### src/rtl/lieat_exu_disp.sv
`default_nettype none
// ============================================================================
// Module   : lieat_exu_disp
// Brief    : Decode-to-execute dispatch with RAW/WAW scoreboard and 5-way steer.
// Revision : 1.0
// ============================================================================

`ifndef XLEN
`define XLEN 32
`endif
`ifndef RGIDX_SIZE
`define RGIDX_SIZE 5
`endif
`ifndef INFOBUS_OP
`define INFOBUS_OP 2:0
`endif

module lieat_exu_disp (
  input  logic                   clock,
  input  logic                   reset,
  input  logic                   i_valid,
  output logic                   i_ready,
  input  logic [`XLEN-1:0]       i_pc,
  input  logic [`XLEN-1:0]       i_infobus,
  input  logic [`XLEN-1:0]       i_imm,
  input  logic [`RGIDX_SIZE-1:0] i_rs1,
  input  logic [`RGIDX_SIZE-1:0] i_rs2,
  input  logic [`RGIDX_SIZE-1:0] i_rd,
  input  logic                   i_rs1en,
  input  logic                   i_rs2en,
  input  logic                   i_rdwen,
  input  logic                   i_ilgl,
  output logic [4:0]             o_valid,
  input  logic [4:0]             o_ready,
  output logic [`XLEN-1:0]       o_pc,
  output logic [`XLEN-1:0]       o_infobus,
  output logic [`XLEN-1:0]       o_imm,
  output logic [`RGIDX_SIZE-1:0] o_rs1,
  output logic [`RGIDX_SIZE-1:0] o_rs2,
  output logic [`RGIDX_SIZE-1:0] o_rd,
  output logic                   o_rdwen,
  output logic                   o_ilgl,
  input  logic                   wbck_valid,
  input  logic [`RGIDX_SIZE-1:0] wbck_rd,
  input  logic                   flush,
  output logic [31:0]            o_stall_cnt
);

  localparam logic [2:0] c_op_alu = 3'd0;
  localparam logic [2:0] c_op_bjp = 3'd1;
  localparam logic [2:0] c_op_lsu = 3'd2;
  localparam logic [2:0] c_op_csr = 3'd3;
  localparam logic [2:0] c_op_mul = 3'd4;
  localparam logic [4:0] c_chan_csr = 5'b01000;

  logic [31:0]            pend_q, pend_d;
  logic                   held_vld_q, held_vld_d;
  logic [4:0]             chan_q, chan_d;
  logic [`XLEN-1:0]       pc_q, pc_d;
  logic [`XLEN-1:0]       infobus_q, infobus_d;
  logic [`XLEN-1:0]       imm_q, imm_d;
  logic [`RGIDX_SIZE-1:0] rs1_q, rs1_d;
  logic [`RGIDX_SIZE-1:0] rs2_q, rs2_d;
  logic [`RGIDX_SIZE-1:0] rd_q, rd_d;
  logic                   rdwen_q, rdwen_d;
  logic                   ilgl_q, ilgl_d;
  logic [31:0]            stall_cnt_q, stall_cnt_d;

  logic [2:0]             w_op;
  logic                   w_op_ilgl;
  logic                   w_ilgl;
  logic [4:0]             w_chan;
  logic                   w_hazard;
  logic                   w_out_fire;
  logic                   w_accept;

  assign w_op = i_infobus[`INFOBUS_OP];

  // Only the registered scoreboard is consulted; a same-cycle writeback does not bypass.
  assign w_hazard   = i_valid & ((i_rs1en & pend_q[i_rs1]) |
                                 (i_rs2en & pend_q[i_rs2]) |
                                 (i_rdwen & pend_q[i_rd]));
  assign w_out_fire = held_vld_q & (|(chan_q & o_ready));
  assign i_ready    = (~held_vld_q | w_out_fire) & ~w_hazard & ~flush;
  assign w_accept   = i_valid & i_ready;

  always_comb begin
    w_op_ilgl = 1'b0;
    w_chan    = c_chan_csr;
    case (w_op)
      c_op_alu: w_chan = 5'b00001;
      c_op_bjp: w_chan = 5'b00010;
      c_op_lsu: w_chan = 5'b00100;
      c_op_csr: w_chan = 5'b01000;
      c_op_mul: w_chan = 5'b10000;
      default:  w_op_ilgl = 1'b1;
    endcase
    w_ilgl = i_ilgl | w_op_ilgl;
    if (w_ilgl) begin
      w_chan = c_chan_csr;
    end
  end

  always_comb begin
    held_vld_d  = held_vld_q;
    chan_d      = chan_q;
    pc_d        = pc_q;
    infobus_d   = infobus_q;
    imm_d       = imm_q;
    rs1_d       = rs1_q;
    rs2_d       = rs2_q;
    rd_d        = rd_q;
    rdwen_d     = rdwen_q;
    ilgl_d      = ilgl_q;
    pend_d      = pend_q;
    stall_cnt_d = stall_cnt_q;

    // Flush wins over fire; i_ready is already low so no accept coincides.
    if (flush) begin
      held_vld_d = 1'b0;
    end else if (w_accept) begin
      held_vld_d = 1'b1;
      chan_d     = w_chan;
      pc_d       = i_pc;
      infobus_d  = i_infobus;
      imm_d      = i_imm;
      rs1_d      = i_rs1;
      rs2_d      = i_rs2;
      rd_d       = i_rd;
      rdwen_d    = i_rdwen & ~w_ilgl;
      ilgl_d     = w_ilgl;
    end else if (w_out_fire) begin
      held_vld_d = 1'b0;
    end

    // Clears first so a simultaneous accept on the same index keeps the bit set.
    if (wbck_valid && (wbck_rd != '0)) begin
      pend_d[wbck_rd] = 1'b0;
    end
    if (flush && held_vld_q && rdwen_q) begin
      pend_d[rd_q] = 1'b0;
    end
    if (w_accept && i_rdwen && !w_ilgl && (i_rd != '0)) begin
      pend_d[i_rd] = 1'b1;
    end
    pend_d[0] = 1'b0;

    if (w_hazard && (stall_cnt_q != 32'hFFFF_FFFF)) begin
      stall_cnt_d = stall_cnt_q + 32'd1;
    end
  end

  always_ff @(posedge clock) begin
    if (reset) begin
      held_vld_q  <= 1'b0;
      chan_q      <= '0;
      pc_q        <= '0;
      infobus_q   <= '0;
      imm_q       <= '0;
      rs1_q       <= '0;
      rs2_q       <= '0;
      rd_q        <= '0;
      rdwen_q     <= 1'b0;
      ilgl_q      <= 1'b0;
      pend_q      <= '0;
      stall_cnt_q <= '0;
    end else begin
      held_vld_q  <= held_vld_d;
      chan_q      <= chan_d;
      pc_q        <= pc_d;
      infobus_q   <= infobus_d;
      imm_q       <= imm_d;
      rs1_q       <= rs1_d;
      rs2_q       <= rs2_d;
      rd_q        <= rd_d;
      rdwen_q     <= rdwen_d;
      ilgl_q      <= ilgl_d;
      pend_q      <= pend_d;
      stall_cnt_q <= stall_cnt_d;
    end
  end

  assign o_valid     = held_vld_q ? chan_q : 5'b00000;
  assign o_pc        = pc_q;
  assign o_infobus   = infobus_q;
  assign o_imm       = imm_q;
  assign o_rs1       = rs1_q;
  assign o_rs2       = rs2_q;
  assign o_rd        = rd_q;
  assign o_rdwen     = rdwen_q;
  assign o_ilgl      = ilgl_q;
  assign o_stall_cnt = stall_cnt_q;

endmodule

`default_nettype wire

### config.mk
export PLATFORM = sky130hd
export DESIGN_NAME = lieat_exu_disp
export DESIGN_NICKNAME = d
export VERILOG_FILES = /design/src/rtl/lieat_exu_disp.sv
export SDC_FILE = /design/constraint.sdc
export NUM_CORES = 1
export LEC_CHECK = 0
export CAP_MARGIN = 40
export CORE_MARGIN = 10
export CORE_UTILIZATION = 30
export CTS_CLUSTER_SIZE = 28
export DETAILED_ROUTE_END_ITERATION = 12
export SYNTH_ARGS = -nofsm -noshare
export SYNTH_HDL_FRONTEND = slang
export SYNTH_SLANG_ARGS = --single-unit
### constraint.sdc
create_clock -name clock -period 2.9 [get_ports clock]
set_input_delay 0.58 -clock clock [delete_from_list [all_inputs] [get_ports clock]]
set_output_delay 0.58 -clock clock [all_outputs]
set_load 0.1 [all_outputs]
==> impl_metrics.toml <==
[timing]
period_share = 1.10
final.setup.tns_ns = -20.41
timing.fmax_mhz = 313
slew_headroom = 0.624
fin_worst_skew_ns = 0.0161
maxSlewViolCount = 0
tightest_slew_ns = 0.564
period_needed_ns = 3.19
finalSetupViolCount = 151
hold_viol = 0
rsz0062_at_grt = "true"
fin_ws_ns = -0.291

[place]
gp_congestion = 0.840
portBuffers = 280
detailed_place_hpwl_um = 22200
placed_area_mm2 = 0.0117

[route]
viasPerCell = 5.04
vias = 8151
drt_iter0_drc = 538
routed_wl_um = 31500
avgRoutedWirePerCell_um = 19.5
drt_drc_violations_left = 0
ant_nets = 0
drt-pass1-iter-count = 4

[die]
die_x_um = 188
die-area_mm2 = 0.0353
die_h_um = 188
ioPinCount = 281
start_util = 0.304
core_area_mm2 = 0.0278
core.rowCount = 61

[global_route]
grt_max_degree = 105
grt-ovfl-total = 0
grt_pass1_wl_um = 47100
grt_pass1_vias = 8054
track_usage = 0.167
antenna_found_initial = 3

[worst_setup_path]
worst-path-buf-inv = 1
cp_slowest_cell = "o41a_1"
crit_chain = "mux2_4 > o311a_1 > and3_1 > o41a_1 > o31ai_4 > and2_4 > buf_12"
critPathKind = "flip-flop to output port"
worstPathRequired_ns = 2.32
cp_data_arrival_time_ns = 2.61
worst_path_dominant_cell_family = "compound AO/OA/AOI/OAI gates"
cp-end-kind = "output port"
cp.depth = 7
cp_max_fo = 2
ff2ff_path_depth = 13
critPathMaxStageDelay_ns = 0.52
start_kind = "flip-flop"

[logic_synthesis]
async_flop_share = 0
netlist_area_mm2 = 0.00845
synth_cells = 872
synth_cell_types = 55
ys_ff_latch = 182
synth_compound_area_frac = 0.118
syn-num-nets = 1003
synth_top_cell_by_area = "dfxtp_1"
synth_warnings = 0
yosys.area_share.simple = 0.209
synth_edf_count = 0
synth_common_cells = "182 x dfxtp_1, 134 x mux2i_1, 130 x nor2_1"
synth_top_area_share = 0.431
postSynthAreaPerCell_um2 = 9.69
synth_area_leaders = "dfxtp_1 43%, mux2i_1 16%, nor2_1 5.8%"
synth_most_common_cell = "dfxtp_1"
muxShareOfSynthArea = 0.195
synth_xor_area_frac = 0.00104
ys_seq_area_frac = 0.431
ys.flop_type = "dfxtp_1"
synthAdderAreaFrac = 0.00148
synth_top_family_by_area = "simple AND/OR/NAND/NOR gates"

[run_status]
status = "finished with violations"
violations = "negative setup slack"

[clock_network]
hold_buffers = 0
clock_sinks = 182
insertion_delay_ns = 0.44
numCtsBuffers = 17
root_buffer = "clkbuf_16"
htree_num_levels = 4
path_clk_slew_ns = 0.08
cts_tree = "built"
clockBufferDepth = 2

[power_and_ir_drop]
total_power_mw = 6.56
pwr_density_cell_mw_per_mm2 = 492
vdd_ir_drop_max_mv = 0.373
p_leak_nw = 5.17

[layout]
area_delta_synth_final_pct = 57.7
nets = 1355
fillers = 2686
fin_area_mm2 = 0.0133
layout-drive-gt1-share = 0.324

[run]
drv_cap = 0

[min_path]
hold_path.class = "flip-flop to flip-flop"
hold_path_depth = 2
## per-stage QoR
| step | utilization | std cells | setup WS, ns | hold slack [ns] |
|---|---|---|---|---|
| 6_report | 0.480 | 1617 | -0.291 | 0.487 |
| 5_1_grt | 0.480 | 1616 | -0.395 | 0.512 |
| 4_1_cts | 0.460 | 1599 | -0.348 | 0.489 |
| 3_5_place_dp | 0.422 | 1547 | -1.02 | 0.477 |
| 3_3_place_gp | 0.422 | 1547 | -0.969 | 0.465 |
| 2_1_floorplan | - | 872 | -0.0493 | 0.453 |
## cell usage in the layout, fill, tap and decap left out, types with 5 or more instances in the layout
master / synthesis / layout
o21ai_0: 21 / 19
buf_6: 3 / 12
nand2b_1: 11 / 8
nor2b_1: 40 / 40
mux2i_2: 0 / 6
buf_4: 4 / 205
o21ai_2: 0 / 22
nand3_1: 21 / 18
nor2_1: 130 / 129
or4_1: 10 / 10
nand3b_1: 13 / 13
clkdlybuf4s50_1: 0 / 116
nand2_1: 20 / 20
buf_16: 0 / 9
and2_1: 6 / 5
mux2i_1: 134 / 128
o21ai_1: 31 / 11
and3_1: 8 / 8
o31ai_1: 12 / 10
buf_12: 0 / 14
buf_8: 10 / 8
or3_1: 21 / 20
inv_1: 6 / 6
dfxtp_2: 0 / 17
a21oi_1: 34 / 31
clkbuf_16: 0 / 26
dfxtp_1: 182 / 163
inv_8: 0 / 5
mux4_2: 10 / 10
o221ai_1: 31 / 31
or3b_2: 10 / 7
nand4_1: 13 / 13
## what timing repair did
| action | CTS | global route |
|---|---|---|
| gates cloned | 7 | 10 |
| gates resized for setup | 57 | 82 |
| pin swaps | 9 | 11 |
| setup buffers | 14 | 12 |
| setup endpoints to repair | 183 | 164 |
## worst reg2reg max path, delay by kind of cell (launching register included)
family | cells | cell delay [ns]
compound gates | 2 | 0.80
buf+inv | 6 | 0.91
flops | 1 | 0.33
mux | 2 | 0.45
simple gates | 3 | 0.50
## metal layers
layer | global-route usage | wire length, um | part of all wire
met1 | 0.206 | 13400 | 0.43
met2 | 0.266 | 14700 | 0.47
met3 | 0.0679 | 2970 | 0.094
met4 | 0.0391 | 444 | 0.014
met5 | 0 | 9 | 0.00029
## final timing paths
| check | startpoint | end | slack, ns |
|---|---|---|---|
| setup / recovery | pend_q[24] | i_ready | -0.29 |
| hold / removal | o_stall_cnt[12] | o_stall_cnt[12] | 0.49 |
| setup reg to reg | pend_q[24] | o_rs1[3] | -0.20 |
| hold reg to reg | o_stall_cnt[12] | o_stall_cnt[12] | 0.49 |
## power by group
group,internal [mW],switching (mW)
Combinational,0.597,0.974
Sequential,2.58,0.0537
Clock,1.16,1.20
Total,4.33,2.23
## state kept, by name, indices dropped and copies added (netlist names)
signal,flops
chan_q,5
held_vld_q,1
o_ilgl,1
o_imm,32
o_infobus,32
o_pc,32
o_rd,5
o_rdwen,1
o_rs1,5
o_rs2,5
o_stall_cnt,32
pend_q,31
## logic make-up (layout without fill, tap and decap cells)
logic type               count (synthesis)  count (layout)
AND/OR/NAND/NOR                        325             325
flip-flops                             182             182
AO/OA/AOI/OAI                          153             153
multiplexers                           151             151
buffers and inverters                   59             424
adder cells (fa/ha/maj)                  1               1
XOR/XNOR                                 1               1
other                                    0               2
## final cells by class
cell class / instances / area, um^2 / share of cell area
repair buffers: 386 / 3850 / 0.289
multi-input cells: 631 / 4720 / 0.354
clock buffers: 17 / 425 / 0.0319
clock inverters: 15 / 159 / 0.0119
inverters: 6 / 22.5 / 0.00169
well taps: 378 / 473 / 0.0355
flip-flops and latches: 182 / 3670 / 0.276
diodes: 2 / 5.00 / 0.000376
No activity file was read; power rests on OpenSTA's default activity.
